## config.mk

```make
export PLATFORM = sky130hd
export DESIGN_NAME = pb_intc
export DESIGN_NICKNAME = d
export VERILOG_FILES = /design/src/rtl/pb_intc_pkg.sv /design/src/rtl/pb_intc_sync.sv /design/src/rtl/pb_intc.sv
export SDC_FILE = /design/constraint.sdc
export NUM_CORES = 1
export LEC_CHECK = 0
export ABC_AREA = 1
export BUFFER_PORTS_ARGS = -buffer_cell sky130_fd_sc_hd__buf_4
export CAP_MARGIN = 20
export CORE_MARGIN = 10
export CORE_UTILIZATION = 25
export DETAILED_ROUTE_END_ITERATION = 7
export SLEW_MARGIN = 15
export SYNTH_ARGS = -nofsm -noshare
export SYNTH_HDL_FRONTEND = slang
export SYNTH_SLANG_ARGS = --single-unit
```

## constraint.sdc

```tcl
create_clock -name clk -period 3.2 [get_ports clk]
set_input_delay 0.64 -clock clk [delete_from_list [all_inputs] [get_ports clk]]
set_output_delay 0.64 -clock clk [all_outputs]
set_load 0.01 [all_outputs]
```

## src/rtl/pb_intc_pkg.sv

```systemverilog
// Shared definitions for the Picoblaze interrupt controller: register offsets,
// FSM state encoding and the fixed-priority helper.
package pb_intc_pkg;

    localparam logic [7:0] PB_INTC_PENDING = 8'd0;
    localparam logic [7:0] PB_INTC_ENABLE  = 8'd1;
    localparam logic [7:0] PB_INTC_MODE    = 8'd2;
    localparam logic [7:0] PB_INTC_VECTOR  = 8'd3;
    localparam logic [7:0] PB_INTC_RAW     = 8'd4;

    typedef enum logic [1:0] {
        ST_IDLE   = 2'd0,
        ST_ASSERT = 2'd1,
        ST_ACKED  = 2'd2
    } state_e;

    // Index of the lowest set bit; lowest index has highest priority.
    function automatic logic [2:0] lowest_idx(input logic [7:0] v);
        logic [2:0] idx;
        idx = 3'd0;
        for (int i = 7; i >= 0; i--) begin
            if (v[i]) idx = 3'(i);
        end
        return idx;
    endfunction

endpackage

```

## src/rtl/pb_intc_sync.sv

```systemverilog
// Single-bit synchroniser for one interrupt source, followed by a history flop
// that turns a synchronised 0->1 transition into a one-cycle rise pulse.
module pb_intc_sync #(
    parameter int SYNC_STAGES = 2
) (
    input  logic clk,
    input  logic reset,
    input  logic irq_async,
    output logic irq_sync,
    output logic irq_rise
);

    logic [SYNC_STAGES-1:0] sync_q, sync_d;
    logic                   prev_q, prev_d;

    always_comb begin
        sync_d = {sync_q[SYNC_STAGES-2:0], irq_async};
        prev_d = sync_q[SYNC_STAGES-1];
    end

    // NOTE: non-blocking assignments in clocked blocks so every flop samples
    // the pre-edge value of its neighbour; blocking here would collapse the chain.
    always_ff @(posedge clk or negedge reset) begin
        if (!reset) begin
            sync_q <= '0;
            prev_q <= 1'b0;
        end else begin
            sync_q <= sync_d;
            prev_q <= prev_d;
        end
    end

    assign irq_sync = sync_q[SYNC_STAGES-1];
    assign irq_rise = irq_sync & ~prev_q;

endmodule

```

## src/rtl/pb_intc.sv

```systemverilog
// Port-mapped interrupt controller for KCPSM6: per-source edge/level pending
// latches, enable mask, fixed-priority vector and interrupt/ack handshake FSM.
module pb_intc
    import pb_intc_pkg::*;
#(
    parameter logic [7:0] BASE_ADDRESS = 8'h00,
    parameter int         NUM_SOURCES  = 8,
    parameter int         SYNC_STAGES  = 2
) (
    input  logic                   clk,
    input  logic                   reset,
    input  logic [7:0]             port_id,
    input  logic [7:0]             data_in,
    output logic [7:0]             data_out,
    input  logic                   read_strobe,
    input  logic                   write_strobe,
    input  logic [NUM_SOURCES-1:0] irq_in,
    output logic                   interrupt,
    input  logic                   interrupt_ack
);

    localparam logic [7:0] SRC_MASK = 8'((9'd1 << NUM_SOURCES) - 9'd1);

    logic [NUM_SOURCES-1:0] raw_src, rise_src;
    logic [7:0]             raw, rise;
    logic [7:0]             offset, w1c, pending, active, vector;
    logic                   req;
    logic                   unused_read_strobe;

    logic [7:0] enable_q, enable_d;
    logic [7:0] mode_q, mode_d;
    logic [7:0] pend_q, pend_d;
    logic [7:0] data_out_q, data_out_d;
    state_e     state_q, state_d;

    for (genvar i = 0; i < NUM_SOURCES; i++) begin : g_sync
        pb_intc_sync #(.SYNC_STAGES(SYNC_STAGES)) u_sync (
            .clk       (clk),
            .reset     (reset),
            .irq_async (irq_in[i]),
            .irq_sync  (raw_src[i]),
            .irq_rise  (rise_src[i])
        );
    end

    assign unused_read_strobe = read_strobe;
    assign offset             = port_id - BASE_ADDRESS;

    always_comb begin
        // NOTE: every combinational output gets a default before any branch,
        // so no path leaves a signal unassigned and no latch is inferred.
        raw       = '0;
        rise      = '0;
        w1c       = '0;
        enable_d  = enable_q;
        mode_d    = mode_q;
        raw[NUM_SOURCES-1:0]  = raw_src;
        rise[NUM_SOURCES-1:0] = rise_src;

        if (write_strobe) begin
            case (offset)
                PB_INTC_PENDING: w1c      = data_in & SRC_MASK;
                PB_INTC_ENABLE:  enable_d = data_in & SRC_MASK;
                PB_INTC_MODE:    mode_d   = data_in & SRC_MASK;
                default: ;
            endcase
        end

        // Edge latches only live while in edge mode, so switching level->edge
        // always starts from a cleared bit; a rise beats a same-cycle W1C.
        pend_d  = mode_q & ((pend_q & ~w1c) | rise);
        pending = (pend_q & mode_q) | (raw & ~mode_q);
        active  = pending & enable_q;
        req     = |active;
        vector  = req ? {1'b1, 4'b0000, lowest_idx(active)} : 8'h00;

        case (offset)
            PB_INTC_PENDING: data_out_d = pending;
            PB_INTC_ENABLE:  data_out_d = enable_q;
            PB_INTC_MODE:    data_out_d = mode_q;
            PB_INTC_VECTOR:  data_out_d = vector;
            PB_INTC_RAW:     data_out_d = raw;
            default:         data_out_d = 8'h00;
        endcase
    end

    always_comb begin
        state_d = state_q;
        case (state_q)
            ST_IDLE:   if (req) state_d = ST_ASSERT;
            ST_ASSERT: begin
                if (interrupt_ack) state_d = ST_ACKED;
                else if (!req)     state_d = ST_IDLE;
            end
            ST_ACKED:  state_d = ST_IDLE;
            default:   state_d = ST_IDLE;
        endcase
    end

    always_ff @(posedge clk or negedge reset) begin
        if (!reset) begin
            enable_q   <= '0;
            mode_q     <= '0;
            pend_q     <= '0;
            data_out_q <= '0;
            state_q    <= ST_IDLE;
        end else begin
            enable_q   <= enable_d;
            mode_q     <= mode_d;
            pend_q     <= pend_d;
            data_out_q <= data_out_d;
            state_q    <= state_d;
        end
    end

    assign data_out  = data_out_q;
    assign interrupt = (state_q == ST_ASSERT);

endmodule

```

## Yosys cells after proc, flatten, opt, wreduce, memory -nomap -nowiden

Cells that the tools add are included.

| storage, ports and cells | value |
|---|---|
| bits in registers | 58 |
| bits of input ports | 29 |
| output and inout port bits | 9 |
| word-level logic and storage cells | 75 |

| cells by class | value |
|---|---|
| equal/unequal tests | 7 |
| mux-type cells | 16 |
| bitwise operators | 25 |
| reduce and logical (&&, ||, !) cells | 6 |

Operators by type and width:

| kind | number |
|---|---|
| $and 8x8->8 | 5 |
| $pmux 8 s5 | 1 |
| $mux 3 | 8 |
| $mux 8 | 3 |
| $eq 8x2->1 const B | 2 |
| $not 8->8 | 2 |
| $or 8x8->8 | 2 |
| $and 1x1->1 | 8 |
| $eq 8x1->1 const B | 1 |
| $eq 8x3->1 const B | 1 |
| $logic_not 8->1 | 1 |
| $not 1->1 | 8 |
| $reduce_or 8->1 | 1 |
| $mux 2 | 3 |
| $reduce_and 2->1 | 3 |
| $pmux 2 s2 | 1 |
| $ne 3x3->1 const B | 1 |
| $eq 2x1->1 const B | 1 |
| $logic_not 2->1 | 1 |
| $ne 2x2->1 const B | 1 |

## Depth between registers and ports, before layout

Gate-level depths: netlist of run 1.

| logic depth | value |
|---|---|
| word-level depth | 14 |
| depth in mapped cells | 12 |
| mapped depth without buffers | 12 |

## Modules after synthesis

A second synthesis of run 1 with hierarchy kept.

| second synthesis, totals | value |
|---|---|
| cell total of the unflattened synthesis | 275 |
| area total of the unflattened synthesis | 2580.0 um2 |

By module, submodules not included:

| module | instances | cells each | area an instance (um2) | seq. area each (um2) |
|---|---|---|---|---|
| pb_intc | 1 | 235 | 1899.3 | 850.8 |
| pb_intc_sync | 8 | 5 | 85.1 | 75.1 |

## Worst setup path before layout of run 1

OpenSTA, ideal clock, no wires.

| path | value |
|---|---|
| kind | in2reg |
| start point | in port_id[3] |
| end point | reg mode_q[5] |
| library setup time | 118 ps |
| data arrival time | 1632 ps |
| required time | 3082 ps |
| slack | 1450 ps |
| stages on the path | 6 |
| buffers on the path | 1 |
| path through | or2_4 -> nor4_4 -> nand2_4 -> buf_6 -> nand2_2 -> o21ai_2 |

| between the ends | value |
|---|---|
| word-level cells in the longest chain between the ends | 2 |

RTL lines:

| what | RTL line | RTL |
|---|---|---|
| from (decl) | pb_intc.sv:12 | `input logic [7:0] port_id,` |
| $eq 8x2->1 | pb_intc.sv:61 | `case (offset)` |
| $reduce_and 2->1 (no line) | - |  |
| to (signal assigned) | pb_intc.sv:109 | `mode_q <= mode_d;` |
| to (decl) | pb_intc.sv:31 | `logic [7:0] mode_q, mode_d;` |

No other way between the ends.
A chain may end at the register's enable or synchronous reset.

## Worst setup path in the final report of run 1

| path | value |
|---|---|
| start point | in port_id[3] |
| end point | reg mode_q[7] |

Same word-level chain as after synthesis.

==> summary.md, run 1 <==
| Metric | Value |
|---|---|
| RSZ-0062 raised after global routing | `false` |
| Drt wl/cell | `about 13 um` |
| Gpl congestion | `roughly 0.8` |
| Drt first pass iters | `4` |
| Critical path's top delay family | `simple AND/OR/NAND/NOR gates` |
| CTS Buffer Depth | `2` |
| Synth Instances | `between 200 and 300` |
| Placed Area | `~2800 um^2` |
| Initial DRC Count | `a little under 70` |
| Seq cells post-synth | `58` |
| Count of different cell masters after synthesis | `24` |
| CTS tree | `yes` |
| Crit Path Category | `primary input to flip-flop` |
| Slew Limit Fails | `0` |
| XOR/XNOR Fraction of Synth Area | `0%` |
| Util after Layout | `around 33%` |
| Commonest cells after routing, fill and taps aside | `nand2_1 (70), dfrtp_1 (58), inv_1 (40), buf_4 (36), o21ai_0 (15)` |
| Sequential fraction of the synthesis area | `approximately 60%` |
| Worst hold path class | `flip-flop to flip-flop` |
| Leak Pwr | `1.51 nW` |
| Post-DP HPWL | `3970 um` |
| Nets | `~330` |
| Design Area, Final | `roughly 3000 um^2` |
| # IOs | `38` |
| Largest family of logic cells by synthesized area | `simple AND/OR/NAND/NOR gates` |
| Drt drc | `0` |
| Commonest non-fill, non-tap cell in the layout | `nand2_1` |
| Syn Nets | `288` |
| Grt total ovfl | `0` |
| Count of final setup violators | `0` |
| Synth-to-Final Area Change | `25.5%` |
| Fraction of registers with async set/reset | `100%` |
| Buf+Inv Stages, Crit Path | `1` |
| Cell Chain, Critical Path | `buf_4 -> or2_4 -> nor4_4 -> nand2_4 -> nand2_1 -> o21ai_2` |
| Peak VDD IR | `around 0.17 mV` |
| CP Launch Type | `primary input` |
| First-pass GRT wire length | `approximately 10000 um` |
| Die ar. | `approximately 14000 um^2` |
| CTS root buf | `clkbuf_8` |
| Clk_lat worst skew | `0.33 ns` |
| Non-filler cells, final | `437` |
| Synth Area in Compound Gates | `~11%` |
| CP max stage delay | `~0.50 ns` |
| Total of max-cap violations | `0` |
| Mux contribution to synthesized area | `0%` |
| Warnings from Yosys | `0` |
| Final min period | `between 1.5 and 2 ns` |
| Clk slew on worst S/H paths | `~0.06 ns` |
| Initial Util | `26.0%` |
| ANT cells | `0` |
| Simple-Gate Fraction of Synth Area | `between 20% and 30%` |
| Critical path data required time | `3.41 ns` |
| Most used DFF post-synth | `dfrtp_1` |
| Crit Path Max Fanout | `16` |
| Worst path slowest cell | `nor4_4` |
| ANT nets after route | `0` |
| Place WS | `~1.1 ns` |
| Hold Vio Cnt, Final | `0` |
| PortBufs | `36` |
| Clock sinks | `between 50 and 60` |
| Vias per std cell | `~4.3` |
| Core Footprint | `9330 um^2` |
| CP arrival | `2.03 ns` |
| Largest net degree at the start of global routing | `59` |
| Period Utilization, post-route | `57.0%` |
| Status | `completed` |
| Horiz. Die Dim | `119 um` |
| Synth Cell Area | `between 2000 and 2500 um^2` |
| Fmax | `about 550 MHz` |
| Vias | `~1900` |
| Post-synth EDFFs | `0` |
| Avg Synthesized Cell Area | `~9.4 um^2` |
| Share of layout cells above drive strength 1 | `between 20% and 30%` |
| Resized Gates After CTS | `0` |
| Hold Buf Count CTS | `0` |
| Core Rows | `35` |
| Relative slew slack | `52.4%` |
| Final worst slack | `roughly 1.4 ns` |
| Initial antenna violation count | `0` |
| Power Density | `517 nW/um^2` |
| Number of global-route vias before repair | `between 2000 and 2500` |
| Post-CTS setup buffer count | `0` |
| Post-route clock skew | `between 0.005 and 0.006 ns` |
| Setup TNS Final | `0 ns` |
| Type of destination of the critical path | `flip-flop` |
| Adder-cell share of the synthesized area | `0%` |
| Worst Max-Slew Pin Slew | `about 0.7 ns` |
| CTS buffer count | `9` |
| Chip Height | `roughly 120 um` |
| Final WL | `5550 um` |
| Total Routing Usage GR | `around 8.4%` |
| H-Tree Depth | `3` |
| Placed Cells | `between 400 and 500` |
==> metrics by stage <==
| stage | hold slack [ns] | total power [mW] |
|---|---|---|
| 2_1_floorplan | 0.331 | 0.842 |
| 3_3_place_gp | 0.334 | 0.901 |
| 3_5_place_dp | 0.335 | 0.905 |
| 4_1_cts | 0.349 | 1.60 |
| 5_1_grt | 0.351 | 1.66 |
| 6_report | 0.347 | 1.57 |
==> cell families (layout without fill, tap and decap cells) <==
family	after synthesis	after routing
buf+inv	44	93
compound gates	38	38
flops	58	58
simple gates	119	119
==> Yosys cell counts, types with 2 or more instances <==
| library cell | n | share of area [%] |
|---|---|---|
| nand2_1 | 70 | 11 |
| dfrtp_1 | 58 | 60 |
| inv_1 | 40 | 6.2 |
| o21ai_0 | 15 | 3.1 |
| nor2_1 | 14 | 2.2 |
| nand3_1 | 12 | 2.5 |
| nor3_1 | 10 | 2.1 |
| o21ai_2 | 8 | 2.9 |
| o32ai_1 | 5 | 1.8 |
| nand4_1 | 4 | 1.0 |
| o2111ai_1 | 4 | 1.4 |
| o22ai_1 | 4 | 1.0 |
| nand2_2 | 3 | 0.77 |
| nand2_4 | 2 | 0.93 |
==> area by class of cell <==
cell class,count,area (um^2)
clock inverter,2,35.0
multi-input combinational,157,802
inverter,42,158
clock buffer,13,169
tap,129,161
sequential,58,1450
fill,989,6280
timing repair buffer,36,270
==> sequential cells by signal, indices dropped and copies added, names as in the netlist <==
name / count
data_out: 8
enable_q: 8
g_sync.u_sync.prev_q: 8
g_sync.u_sync.sync_q: 16
mode_q: 8
pend_q: 8
state_q: 2
==> per-layer routing <==
metal,track usage [%],vias to the layer above,wire length (um)
li1,-,932,-
met1,10.7,903,2690
met2,12.7,42,2540
met3,3.71,6,262
met4,2.52,0,53
met5,0,-,0
==> power by group <==
group	switching [mW]	total, mW	internal (mW)
clock	0.267	0.685	0.418
sequential	0.0175	0.781	0.764
combinational	0.0643	0.108	0.0439
total	0.349	1.57	1.23
==> path summary, 6_finish.rpt <==
check	start	to	slack, ns	depth (start not counted)
min in group asynchronous	reset	g_sync[3].u_sync.sync_q[0]	0.37	1
max reg2reg	mode_q[4]	data_out[1]	1.68	7
min	g_sync[2].u_sync.sync_q[0]	g_sync[2].u_sync.sync_q[1]	0.35	0
min reg2reg	g_sync[2].u_sync.sync_q[0]	g_sync[2].u_sync.sync_q[1]	0.35	0
max in group asynchronous	reset	g_sync[7].u_sync.prev_q	2.36	1
max	port_id[3]	mode_q[7]	1.38	6
No activity file was read; power rests on OpenSTA's default activity.
==> run 2, diff against run 1 <==
--- a/config.mk
+++ b/config.mk
@@ -5,7 +5,7 @@
 export SDC_FILE = /design/constraint.sdc
 export NUM_CORES = 1
 export LEC_CHECK = 0
-export ABC_AREA = 1
+export ABC_AREA = 0
 export BUFFER_PORTS_ARGS = -buffer_cell sky130_fd_sc_hd__buf_4
 export CAP_MARGIN = 20
 export CORE_MARGIN = 10
==> constraint.sdc (replaced) <==
create_clock -name clk -period 1.9 [get_ports clk]
set_input_delay 0.38 -clock clk [delete_from_list [all_inputs] [get_ports clk]]
set_output_delay 0.38 -clock clk [all_outputs]
set_load 0.01 [all_outputs]
==> run 2 against run 1 <==
  * First-iteration DRC count up 19%
  * Sequential share of layout area down 1.1 points
  * Worst setup slack worse by 1.2 ns
  * Count of clock-buffer cells in the layout unchanged
  * Sequential power up 69%
  * Wire length up 1.4%
  * Largest cell class unchanged
  * Flip-flop and latch count unchanged
  * Largest power group unchanged
  * Non-clock buffer count up 12
  * Via count down 7.4%
  * Core utilization down 0.47 points
==> summary.md, run 2 <==
| Metric | Value |
|---|---|
| Status | `completed` |
| Top Metal Used | `met4` |
| Core Footprint | `between 9000 and 10000 um^2` |
| Commonest cells post-synth | `dfrtp_1 (58), nand2_1 (28), mux2_2 (24)` |
| CP Launch Type | `primary input` |
| Synth-to-Final Area Change | `27.1%` |
| Top post-synthesis cells by area | `dfrtp_1 (59%), mux2_2 (11%), nand2_1 (4.3%)` |
| Clk slew on worst S/H paths | `about 0.06 ns` |
| PortBufs | `36` |
| Clk network pwr share | `between 30% and 40%` |
| Drt first pass iters | `4` |
| Resized Gates After CTS | `0` |
| Synth area leader | `dfrtp_1` |
| First-pass GRT wire length | `9300 um` |
| Sequential share of power | `between 50% and 60%` |
| Warnings from Yosys | `0` |
| Sw frac | `about a quarter` |
| DR WL met2 | `approximately 2800 um` |
| Switching power | `between 0.6 and 0.7 mW` |
| Number of global-route vias before repair | `~1800` |
| CP arrival | `between 2 and 2.5 ns` |
| Core Rows | `36` |
| Drt drc | `0` |
| FF-to-FF setup slack | `approximately 0.20 ns` |
| Clock sinks | `58` |
| Routed met1 length | `between 2000 and 2500 um` |
| ANT nets after route | `0` |
| Avg Synthesized Cell Area | `approximately 12 um^2` |
| CTS Buffer Depth | `2` |
| Crit Path Max Fanout | `6` |
| Leak Pwr | `~1.4 nW` |
| Chip Height | `between 100 and 150 um` |
| Clk_lat worst skew | `approximately 0.34 ns` |
| Worst hold path class | `primary input to async pin` |
| Post-synth EDFFs | `0` |
| Initial antenna violation count | `0` |
| Synth Instances | `205` |
| Initial DRC Count | `81` |
| Largest net degree at the start of global routing | `slightly below 60` |
| Sequential fraction of the synthesis area | `between 50% and 60%` |
| ANT cells | `0` |
| Max reg flops | `16` |
| Relative slew slack | `between 50% and 60%` |
| Count of final setup violators | `0` |
| Crit Path Category | `primary input to flip-flop` |
| Nets | `about 290` |
| Initial Util | `~25%` |
| H-Tree Depth | `3` |
| Peak VDD IR | `around 0.3 mV` |
| Type of destination of the critical path | `flip-flop` |
| CTS root buf | `clkbuf_8` |
| Metal3 WL | `293 um` |
| Critical path data required time | `between 2 and 2.5 ns` |
| Post-route clock skew | `0.00740 ns` |
| Post-DP HPWL | `4060 um` |
| Commonest cells after routing, fill and taps aside | `dfrtp_1 (58), buf_4 (48), nand2_1 (28), mux2_2 (24), nor2b_1 (16)` |
| Syn Nets | `between 200 and 250` |
| Total Routing Usage GR | `roughly 8.3%` |
| Worst Max-Slew Pin Slew | `0.722 ns` |
| Setup TNS Final | `0 ns` |
| Hold slack | `~0.10 ns` |
| Post-CTS setup buffer count | `0` |
| Slew Limit Fails | `0` |
| Fmax | `just under 600 MHz` |
| # IOs | `38` |
| Drt wl/cell | `approximately 14 um` |
| Hold Vio Cnt, Final | `0` |
| CTS buffer count | `9` |
| Synth top area share | `59.2%` |
| Power Density | `801 nW/um^2` |
| Int Pwr | `around 1.9 mW` |
| CTS tree | `yes` |
| Fraction of registers with async set/reset | `between 90% and 100%` |
| Combinational Power Share | `a little over 8%` |
| Hold Buf Count CTS | `0` |
| Count of different cell masters after synthesis | `38` |
| Period Utilization, post-route | `roughly nine tenths` |
| Commonest non-fill, non-tap cell in the layout | `dfrtp_1` |
| Util after Layout | `between 30% and 40%` |
| Most used DFF post-synth | `dfrtp_1` |
| Vias per std cell | `4.39` |
| Biggest register | `g_sync.u_sync.sync_q` |
| Grt total ovfl | `0` |
| Die ar. | `~14000 um^2` |
| Final Power | `about 2.5 mW` |
| Horiz. Die Dim | `119 um` |
| Final WL | `approximately 5600 um` |
| Share of layout cells above drive strength 1 | `a little over a third` |
| Synth Cell Area | `2450 um^2` |
| Vias | `1743` |
| Final min period | `between 1.5 and 2 ns` |
| Total of max-cap violations | `0` |
| Seq cells post-synth | `58` |
| Top-count cell post-synth | `dfrtp_1` |
| RSZ-0062 raised after global routing | `false` |
| Gpl congestion | `around 0.76` |
## run 2: cell types whose count changed after synthesis, sizes merged, moves of 11 or more
cell	before	now
mux2	0	24
nand2	75	28
inv	41	6
nor2b	0	16
a21oi	0	11
o21ai	23	9
## run 2: per-stage QoR
step	cells	setup WS (ns)	instance area [um^2]
2_1_floorplan	205	-0.102	2450
3_3_place_gp	381	-0.181	2950
3_5_place_dp	381	-0.195	2950
4_1_cts	397	0.158	3120
5_1_grt	397	0.0352	3120
6_report	397	0.164	3120
## run 2: cell families (layout without fill, tap and decap cells)
kind of cell / count (synthesis) / after routing / share of synthesized area (%)
compound gates: 41 / 41 / 10.8
buf+inv: 11 / 70 / 1.99
flops: 58 / 58 / 59.2
mux: 27 / 27 / 12.2
simple gates: 68 / 68 / 15.9
## run 2: final cells by class
type                            instances  area [um^2]
Inverter                                6         22.5
Multi-Input combinational cell        136          953
Tap cell                              133          166
Sequential cell                        58         1450
Clock inverter                          3         15.0
Clock buffer                           13          149
Fill cell                            1009         6570
Timing Repair Buffer                   48          360
## run 2: worst paths after layout
path / from / to / cells past startpoint
min in group clk: irq_in[5] / g_sync[5].u_sync.sync_q[0] / 1
max in group asynchronous: reset / g_sync[2].u_sync.sync_q[0] / 1
worst max-delay path: port_id[3] / data_out[4] / 7
worst min register to register: g_sync[2].u_sync.sync_q[0] / g_sync[2].u_sync.sync_q[1] / 0
worst min-delay path: reset / data_out[7] / 1
worst max register to register: mode_q[7] / data_out[7] / 6
## run 2: layer usage
layer | up-vias | GRT usage, %
met2 | 45 | 13.3
met3 | 10 | 3.64
met1 | 850 | 9.57
met4 | 0 | 3.21
li1 | 838 | -
met5 | - | 0
## run 2: critical path, stage by stage
cell and delay, ns:
buf_4 0.11, or4_4 0.58, nor3_4 0.17, buf_4 0.14
and3_1 0.33, buf_4 0.17, a22o_1 0.13
## run 2: power groups by stage
stage / clock (mW) / sequential [mW] / combinational (mW)
after floorplan: 0 / 1.33 / 0.101
after global placement: 0 / 1.34 / 0.207
after detailed placement: 0 / 1.34 / 0.212
after CTS: 1.01 / 1.32 / 0.213
after global routing: 1.06 / 1.33 / 0.233
final: 0.970 / 1.32 / 0.207
